[src/rtl/asyncf_arb_pkg.sv]
`default_nettype none
// ============================================================================
// Package     : asyncf_arb_pkg
// Description : Shared state type and circular priority search for the
//               asyncf write-port arbiter.
// Revision    : 1.0 - initial release
// ============================================================================
package asyncf_arb_pkg;

    typedef enum logic {
        ARB_IDLE  = 1'b0,
        ARB_GRANT = 1'b1
    } arb_state_t;

    localparam int c_ARB_MAX_REQ = 8;

    // Returns {found, idx}; the search wraps at num, so start must be < num.
    function automatic logic [3:0] rr_pick(
        input logic [c_ARB_MAX_REQ-1:0] req,
        input logic [2:0]               start,
        input int                       num
    );
        logic [3:0] res;
        int         pos;
        res = '0;
        for (int k = 0; k < c_ARB_MAX_REQ; k++) begin
            pos = int'(start) + k;
            if (pos >= num) begin
                pos = pos - num;
            end
            if ((k < num) && !res[3] && req[pos[2:0]]) begin
                res = {1'b1, pos[2:0]};
            end
        end
        return res;
    endfunction

endpackage
`default_nettype wire

[src/rtl/asyncf_rr_pick.sv]
`default_nettype none
// ============================================================================
// Module      : asyncf_rr_pick
// Description : Combinational circular priority encoder; finds the first set
//               request at or after start, wrapping at NUM_REQ.
// Revision    : 1.0 - initial release
// ============================================================================
module asyncf_rr_pick
    import asyncf_arb_pkg::*;
#(
    parameter int NUM_REQ = 4,
    parameter int IDX_W   = $clog2(NUM_REQ)
) (
    input  logic [NUM_REQ-1:0] req,
    input  logic [IDX_W-1:0]   start,
    output logic               found,
    output logic [IDX_W-1:0]   idx
);

    logic [c_ARB_MAX_REQ-1:0] w_req_ext;
    logic [2:0]               w_start_ext;
    logic [3:0]               w_pick;

    assign w_req_ext   = c_ARB_MAX_REQ'(req);
    assign w_start_ext = 3'(start);
    assign w_pick      = rr_pick(w_req_ext, w_start_ext, NUM_REQ);

    assign found = w_pick[3];
    assign idx   = IDX_W'(w_pick[2:0]);

endmodule
`default_nettype wire

[src/rtl/asyncf_wr_arbiter.sv]
`default_nettype none
// ============================================================================
// Module      : asyncf_wr_arbiter
// Description : Round-robin arbiter sharing the async FIFO write port among
//               NUM_REQ producers. Define ASYNCF_ARB_BURST_EN for burst
//               locking (up to BURST_LEN beats per grant).
// Revision    : 1.0 - initial release
// ============================================================================
module asyncf_wr_arbiter
    import asyncf_arb_pkg::*;
#(
    parameter int NUM_REQ   = 4,
    parameter int DSIZE     = 8,
    parameter int BURST_LEN = 4
) (
    input  logic                       wclk,
    input  logic                       wrst,
    input  logic [NUM_REQ-1:0]         req_valid,
    input  logic [NUM_REQ*DSIZE-1:0]   req_data,
    output logic [NUM_REQ-1:0]         req_ready,
    input  logic                       wfull,
    output logic                       winc,
    output logic [DSIZE-1:0]           wdata,
    output logic                       gnt_valid,
    output logic [$clog2(NUM_REQ)-1:0] gnt_id
);

    localparam int                 c_IDX_W   = $clog2(NUM_REQ);
    localparam logic [c_IDX_W-1:0] c_LAST_ID = c_IDX_W'(NUM_REQ - 1);

    arb_state_t         r_state;
    arb_state_t         w_state_nxt;
    logic [c_IDX_W-1:0] r_gnt_id;
    logic [c_IDX_W-1:0] w_gnt_id_nxt;
    logic [c_IDX_W-1:0] r_rr_ptr;
    logic [c_IDX_W-1:0] w_rr_ptr_nxt;
    logic [c_IDX_W-1:0] w_rel_start;
    logic [c_IDX_W-1:0] w_idle_idx;
    logic [c_IDX_W-1:0] w_rel_idx;
    logic               w_idle_found;
    logic               w_rel_found;
    logic               w_own_valid;
    logic               w_active;
    logic               w_xfer;
    logic               w_last_beat;
    logic               w_release;
    logic [DSIZE-1:0]   w_data_arr [NUM_REQ];

    for (genvar gi = 0; gi < NUM_REQ; gi++) begin : g_unpack
        assign w_data_arr[gi] = req_data[gi*DSIZE +: DSIZE];
    end

    // Reset suppresses the in-flight beat so nothing is written while wrst=1.
    assign w_active    = (r_state == ARB_GRANT) && !wrst;
    assign w_own_valid = req_valid[r_gnt_id];
    assign w_xfer      = w_active && w_own_valid && !wfull;
    assign w_release   = (r_state == ARB_GRANT) && (w_xfer ? w_last_beat : !w_own_valid);
    assign w_rel_start = (r_gnt_id == c_LAST_ID) ? '0 : r_gnt_id + 1'b1;

    asyncf_rr_pick #(
        .NUM_REQ (NUM_REQ),
        .IDX_W   (c_IDX_W)
    ) u_pick_idle (
        .req   (req_valid),
        .start (r_rr_ptr),
        .found (w_idle_found),
        .idx   (w_idle_idx)
    );

    // Starting just past the grantee searches the releasing requester last.
    asyncf_rr_pick #(
        .NUM_REQ (NUM_REQ),
        .IDX_W   (c_IDX_W)
    ) u_pick_rel (
        .req   (req_valid),
        .start (w_rel_start),
        .found (w_rel_found),
        .idx   (w_rel_idx)
    );

`ifdef ASYNCF_ARB_BURST_EN
    localparam logic [7:0] c_BEAT_LAST = 8'(BURST_LEN - 1);

    logic [7:0] r_beat_cnt;
    logic [7:0] w_beat_cnt_nxt;

    assign w_last_beat = (r_beat_cnt == c_BEAT_LAST);

    always_comb begin
        w_beat_cnt_nxt = r_beat_cnt;
        if ((r_state == ARB_IDLE) || w_release) begin
            w_beat_cnt_nxt = '0;
        end else if (w_xfer) begin
            w_beat_cnt_nxt = r_beat_cnt + 8'd1;
        end
    end

    always_ff @(posedge wclk) begin
        if (wrst) begin
            r_beat_cnt <= '0;
        end else begin
            r_beat_cnt <= w_beat_cnt_nxt;
        end
    end
`else
    // Burst length collapses to a single beat: rotate after every transfer.
    localparam int c_EFF_BURST = (BURST_LEN > 0) ? 1 : 1;

    assign w_last_beat = (c_EFF_BURST == 1);
`endif

    always_comb begin
        w_state_nxt  = r_state;
        w_gnt_id_nxt = r_gnt_id;
        w_rr_ptr_nxt = r_rr_ptr;
        if (r_state == ARB_IDLE) begin
            if (w_idle_found) begin
                w_state_nxt  = ARB_GRANT;
                w_gnt_id_nxt = w_idle_idx;
            end
        end else if (w_release) begin
            w_rr_ptr_nxt = w_rel_start;
            if (w_rel_found) begin
                w_gnt_id_nxt = w_rel_idx;
            end else begin
                w_state_nxt = ARB_IDLE;
            end
        end
    end

    always_ff @(posedge wclk) begin
        if (wrst) begin
            r_state  <= ARB_IDLE;
            r_gnt_id <= '0;
            r_rr_ptr <= '0;
        end else begin
            r_state  <= w_state_nxt;
            r_gnt_id <= w_gnt_id_nxt;
            r_rr_ptr <= w_rr_ptr_nxt;
        end
    end

    always_comb begin
        req_ready = '0;
        if (w_active && !wfull) begin
            req_ready[r_gnt_id] = 1'b1;
        end
    end

    assign winc      = w_xfer;
    assign wdata     = w_xfer ? w_data_arr[r_gnt_id] : '0;
    assign gnt_valid = (r_state == ARB_GRANT);
    assign gnt_id    = r_gnt_id;

endmodule
`default_nettype wire

[config.mk]
export PLATFORM = sky130hd
export DESIGN_NAME = asyncf_wr_arbiter
export DESIGN_NICKNAME = d
export VERILOG_FILES = /design/src/rtl/asyncf_arb_pkg.sv /design/src/rtl/asyncf_rr_pick.sv /design/src/rtl/asyncf_wr_arbiter.sv
export SDC_FILE = /design/constraint.sdc
export NUM_CORES = 1
export LEC_CHECK = 0
export ABC_CLOCK_PERIOD_IN_PS = 2000
export CORE_ASPECT_RATIO = 1.4
export CORE_UTILIZATION = 31
export CTS_CLUSTER_SIZE = 30
export DETAILED_ROUTE_END_ITERATION = 10
export GPL_ROUTABILITY_DRIVEN = 0
export PLACE_DENSITY = 0.75
export SYNTH_ARGS = -nofsm -noshare
export SYNTH_HDL_FRONTEND = slang
export SYNTH_SLANG_ARGS = --single-unit
export TNS_END_PERCENT = 100
[constraint.sdc]
create_clock -name wclk -period 2 [get_ports wclk]
set_input_delay 0.4 -clock wclk [delete_from_list [all_inputs] [get_ports wclk]]
set_output_delay 0.4 -clock wclk [all_outputs]
set_load 0.005 [all_outputs]
# Yosys cells after proc, flatten, opt, wreduce, memory -nomap -nowiden

Index checks and enable logic that the tools add are counted.

Bits in registers: 5
Output and inout bits: 16
Bits of input ports: 39

$add $sub $neg: 15
Reductions and logical operators: 24
Bitwise operators: 1
$lt $le $gt $ge: 19
Equality and inequality tests: 3
Multiplexer cells: 51

Operator list:

| cell                                                                   | count |
|---|---|
| 32-bit by 4-bit >= comparator with 1-bit output, second input constant | 6 |
| 4-bit two-way mux                                                      | 9 |
| 3-bit by 4-bit < comparator with 1-bit output, second input constant   | 8 |
| 1-bit binary-select mux with 3-bit select                              | 8 |
| 3-bit two-way mux                                                      | 8 |
| 8-bit two-way mux                                                      | 3 |
| 3-bit subtractor, second input constant                                | 6 |
| 8-bit binary-select mux with 2-bit select                              | 1 |
| 1-bit two-way mux                                                      | 15 |
| 2-bit by 2-bit adder with 3-bit output, second input constant          | 4 |
| 1-bit logical AND                                                      | 12 |
| 2-bit two-way mux                                                      | 5 |
| 1-bit logical NOT                                                      | 9 |
| 2-bit by 1-bit adder with 3-bit output, second input constant          | 2 |
| 2-bit by 3-bit >= comparator with 1-bit output, second input constant  | 2 |
| 2-bit by 3-bit subtractor with 3-bit output, second input constant     | 2 |
| 2-bit by 1-bit != test with 1-bit output, second input constant        | 2 |
| 3-bit >= comparator, second input constant                             | 1 |
| 2-bit by 3-bit < comparator with 1-bit output, second input constant   | 1 |
| 2-bit NOT with 3-bit output                                            | 1 |
| 3-bit AND reduction                                                    | 1 |
| 2-bit by 1-bit adder with 2-bit output, second input constant          | 1 |
| 1-bit binary-select mux with 2-bit select                              | 1 |
| 1-bit demux with 2-bit select                                          | 1 |
| 4 further kinds                                                        | 4 |

# Logic depth before layout (Yosys ltp)

Depth in word-level cells: 19
Depth in mapped cells: 9

# Cells and area by module

A second synthesis with hierarchy kept.

Cells, all modules: 88
Area total of the unflattened synthesis: 792.0 µm²

By module, submodules not included:

| module            | area an instance (µm²) | cells an instance | times used |
|---|---|---|---|
| asyncf_wr_arbiter | 644.4                  | 64                | 1 |
| asyncf_rr_pick    | 73.8                   | 12                | 2 |

# Least setup slack after synthesis

OpenSTA, ideal clock, no wires.

Kind: reg2reg
From: reg r_gnt_id[1], in the netlist gnt_id[1]
To: reg r_gnt_id[1], in the netlist gnt_id[1]
Data arrival time: 2.170 ns
Stages on the path, launching flop included: 8
Path slack: -0.240 ns
Path buffers: 1
Setup time: 0.070 ns
Cells stage by stage: dfxtp_1 clkbuf_1 inv_1 ha_1 or4_1 a211oi_1 o221ai_1 a21oi_1

Word-level cells in the longest chain between the ends: 19
Elaborated cells between the ends (all ways): 49
Those cells by class: 8 x add/sub; 4 x order compare; 3 x eq/ne; 23 x mux; 11 x reduce/logical

RTL lines:

| element                                                                                                  | RTL line                 | RTL |
|---|---|---|
| from (decl)                                                                                              | asyncf_wr_arbiter.sv:33  | `logic [c_IDX_W-1:0] r_gnt_id;` |
| from (signal assigned)                                                                                   | asyncf_wr_arbiter.sv:138 | `r_gnt_id <= w_gnt_id_nxt;` |
| 2-bit by 1-bit adder with 2-bit output / 2-bit equality test (equally long branches)                     | asyncf_wr_arbiter.sv:58  | `assign w_rel_start = (r_gnt_id == c_LAST_ID) ? '0 : r_gnt_id + 1'b1;` |
| 2-bit two-way mux (*)                                                                                    | asyncf_wr_arbiter.sv:58  |  |
| via u_pick_rel.start[1]                                                                                  | asyncf_rr_pick.sv:15     | `input logic [IDX_W-1:0] start,` |
| parallel branches: the longest is 13 deep, another holds 32-bit by 4-bit >= comparator with 1-bit output | n/a                      |  |
| 4-bit two-way mux (*)                                                                                    | asyncf_arb_pkg.sv:31     | `if ((k < num) && !res[3] && req[pos[2:0]]) begin` |
| 2-bit two-way mux                                                                                        | asyncf_wr_arbiter.sv:123 | `if (w_rel_found) begin` |
| 2-bit two-way mux                                                                                        | asyncf_wr_arbiter.sv:121 | `end else if (w_release) begin` |
| 2-bit two-way mux                                                                                        | asyncf_wr_arbiter.sv:116 | `if (r_state == ARB_IDLE) begin` |

Mark *: on every way through the listed nets, which the timed path passes. The select of a mux whose other input is x is not followed.
A chain may end at the register's enable or synchronous reset.

# Worst setup path after layout

From: reg r_gnt_id[0], in the netlist gnt_id[0]
To: out wdata[6]

Word-level cells in the longest chain between the ends: 5
Elaborated cells between the ends (all ways): 9
Those cells by class: 6 x mux; 1 x bitwise; 2 x reduce/logical

RTL lines:

| element                                                                                                               | RTL line                                          | RTL |
|---|---|---|
| 2-bit NOT with 3-bit output (not written as such) / 1-bit binary-select mux with 2-bit select (equally long branches) | asyncf_wr_arbiter.sv:151, asyncf_wr_arbiter.sv:55 |  |
| 8-bit binary-select mux with 2-bit select / 1-bit two-way mux (equally long branches)                                 | asyncf_wr_arbiter.sv:151, asyncf_wr_arbiter.sv:55 |  |
| 8-bit two-way mux (not written as such) / 1-bit logical AND (equally long branches) (2 in a row)                      | asyncf_wr_arbiter.sv:151, asyncf_wr_arbiter.sv:56 |  |
| 8-bit two-way mux (*)                                                                                                 | asyncf_wr_arbiter.sv:151                          | `assign wdata = w_xfer ? w_data_arr[r_gnt_id] : '0;` |
| to (decl)                                                                                                             | asyncf_wr_arbiter.sv:23                           | `output logic [DSIZE-1:0] wdata,` |

Every way passes the cells marked *; elsewhere a longest branch is shown, timed or not. The select of a mux whose other input is x is not followed.

==> results.sh <==
export IMPL_hp_class="input port to flip-flop"
export IMPL_synth_area_um2=784.5
export IMPL_syn2layout_area_growth_pct=132.7
export IMPL_fin_worst_skew_ns=0.003138
export IMPL_cts_buffer_depth=2
export IMPL_die_h_um=61.52
export IMPL_synth_simple_area_share_pct=22.01
export IMPL_setup_viol=8
export IMPL_dp_hpwl_um=2263
export IMPL_viasPerCell=5.460
export IMPL_drt_total_wl_um=4038
export IMPL_clkTransAtPathRegs_ns=0.04
export IMPL_maxSlewHeadroom_pct=75.76
export IMPL_synth_top_area_share_pct=25.84
export IMPL_wire_per_inst_um=18.78
export IMPL_cp_end_kind="output pin"
export IMPL_whs_path_depth=3
export IMPL_synth_adder_area_share_pct=6.380
export IMPL_synth_nets=132
export IMPL_crit_arrival_ns=1.65
export IMPL_finalSetupTns_ns=-0.2796
export IMPL_synth_cell_types=34
export IMPL_synth_top_family_by_area="multiplexers"
export IMPL_violations="negative setup slack"
export IMPL_yosysSeqAreaShare_pct=12.76
export IMPL_cp_start_kind="flip-flop"
export IMPL_grt_overflow_total=0
export IMPL_outcome="complete, but fails checks"
export IMPL_fin_crit_sh_pct=102.4
export IMPL_synth_top_area_cell="mux4_2"
export IMPL_max_freq_mhz=488.3
export IMPL_cts_tree="yes"
export IMPL_report_final_slew_viol_count=0
export IMPL_rsz0062_at_grt="yes"
export IMPL_numCtsBuffers=3
export IMPL_start_util_pct=32.81
export IMPL_timing_hold_ws_ns=0.6404
export IMPL_period_needed_ns=2.048
export IMPL_ir_worst_vdd_mv=0.3888
export IMPL_grt_pass1_vias=1168
export IMPL_crit_fanout=5
export IMPL_p_leak_nw=0.7693
export IMPL_reg2regPathDepth=8
export IMPL_drive_gt1_share_pct=47.51
export IMPL_fp_dieArea_mm2=0.002739
export IMPL_dp_slack_ns=-0.4355
export IMPL_synthMuxAreaShare_pct=27.11
export IMPL_grt_max_degree=12
export IMPL_h_tree_depth=1
export IMPL_clock_sinks=5
export IMPL_grt_pass1_wl_um=5630
export IMPL_finalHoldViolCount=0
export IMPL_timing_final_ws_setup_ns=-0.04813
export IMPL_powerDensity_mw_per_mm2=454.8
export IMPL_path_class="flip-flop to output pin"
export IMPL_final_common_cell="clkdlybuf4s50_1"
export IMPL_synth_xor_area_share_pct=0
export IMPL_core_area_mm2=0.002391
export IMPL_clk_latency_ns=0.24
export IMPL_fin_total_pwr_mw=0.8303
export IMPL_remaining_drc_errors=0
export IMPL_drt_pass1_iterations=4
export IMPL_synth_compound_area_share_pct=21.53
export IMPL_tightestPinTransition_ns=0.3636
export IMPL_synth_avg_cell_area_um2=8.815
export IMPL_root_buffer="clkbuf_4"
export IMPL_grt_usage_pct=28.88
export IMPL_num_nets_final=225
export IMPL_final_cell_mix="35 x clkdlybuf4s50_1, 30 x buf_4, 13 x buf_6"
export IMPL_num_rows=21
export IMPL_route_vias_total=1174
export IMPL_async_flop_share_pct=0
export IMPL_antennaDiodeCount=0
export IMPL_max_cap_viol_count=0
export IMPL_ys_warn_count=0
export IMPL_synth_edff_count=0
export IMPL_syn_inst=89
export IMPL_antenna_found_initial=0
export IMPL_synth_seq_cells=5
export IMPL_die_w_um=44.52
export IMPL_drtIter0Drc=45
export IMPL_crit_required_ns=1.60
export IMPL_ant_nets=0
export IMPL_synth_area_top_cells="mux4_2 26%, dfxtp_1 13%, and3_1 6.4%, ha_1 6.4%, a21oi_1 3.8%"
export IMPL_ios=55
export IMPL_numPortBuffers=54
export IMPL_synthFlopType="dfxtp_1"
==> per-stage QoR <==
step                instance area [µm²]  cells  util, %
floorplan                         807.0     89        -
global placement                   1505    191    62.95
detailed placement                 1505    191    62.95
CTS                                1788    217    74.78
global route                       1826    215    76.35
finish                             1826    215    76.35
==> final cells by class <==
type | count | area (µm²)
Clock buffer | 4 | 26.28
Sequential cell | 5 | 105.1
Timing Repair Buffer | 94 | 870.8
Multi-Input combinational cell | 69 | 744.5
Tap cell | 34 | 42.54
Fill cell | 164 | 565.5
Inverter | 9 | 36.28
==> critical path, cell delays in order, from the launching register on <==
cell and delay, ns:
dfxtp_4 0.38, buf_6 0.11, mux4_2 0.59, and3_4 0.22, clkbuf_2 0.11
==> timing repair <==
action	in CTS	in global routing
endpoints found under the hold margin	0	0
setup buffers	20	2
endpoints found under the setup margin	14	13
cloned	2	0
pin swaps	12	13
hold buffers	0	0
resized for setup	59	24
==> synth_stat cells, types with 2 or more instances <==
cell and n:
a21o_1 2, a21oi_1 6, and2_1 4, and3_1 8
buf_6 2, clkbuf_1 3, dfxtp_1 5, ha_1 4
inv_1 8, mux4_2 9, nand2_1 2, nand2b_1 2
nor2_1 8, nor3b_1 2, o21ai_0 3, o221ai_1 2
o22ai_1 2
==> flip-flops by register name, indices dropped and copies added, names as in the netlist <==
register   count
r_rr_ptr       2
gnt_valid      1
gnt_id         2
==> worst paths after layout <==
check / from / end / slack (ns)
hold / removal: wrst / gnt_id[0]$_SDFFE_PP0P_ / 0.64
setup / recovery: gnt_id[0]$_SDFFE_PP0P_ / wdata[6] / -0.05
hold reg to reg: r_rr_ptr[0]$_SDFFE_PP0P_ / r_rr_ptr[0]$_SDFFE_PP0P_ / 0.67
setup reg to reg: gnt_id[0]$_SDFFE_PP0P_ / gnt_id[1]$_SDFFE_PP0P_ / 0.05
==> logic make-up (layout without fill, tap and decap cells) <==
logic type | Yosys count | after routing
buffers and inverters | 16 | 107
and+or+nand+nor | 31 | 31
adders and majority gates | 4 | 4
AOI/OAI and AO/OA | 23 | 23
DFF | 5 | 5
muxes | 10 | 11
==> power breakdown <==
group / switching [mW] / internal, mW
Sequential: 0.0188 / 0.113
Combinational: 0.228 / 0.358
Clock: 0.0370 / 0.0752
==> metal layers <==
metal | track usage [%] | routed length [µm] | vias to the layer above
met4 | 8.225 | 132 | 0
met5 | 0 | 0 | -
met3 | 6.745 | 410 | 16
met2 | 55.67 | 2043 | 92
met1 | 30.70 | 1451 | 537
li1 | - | - | 529
(Power assumes the default switching activity.)
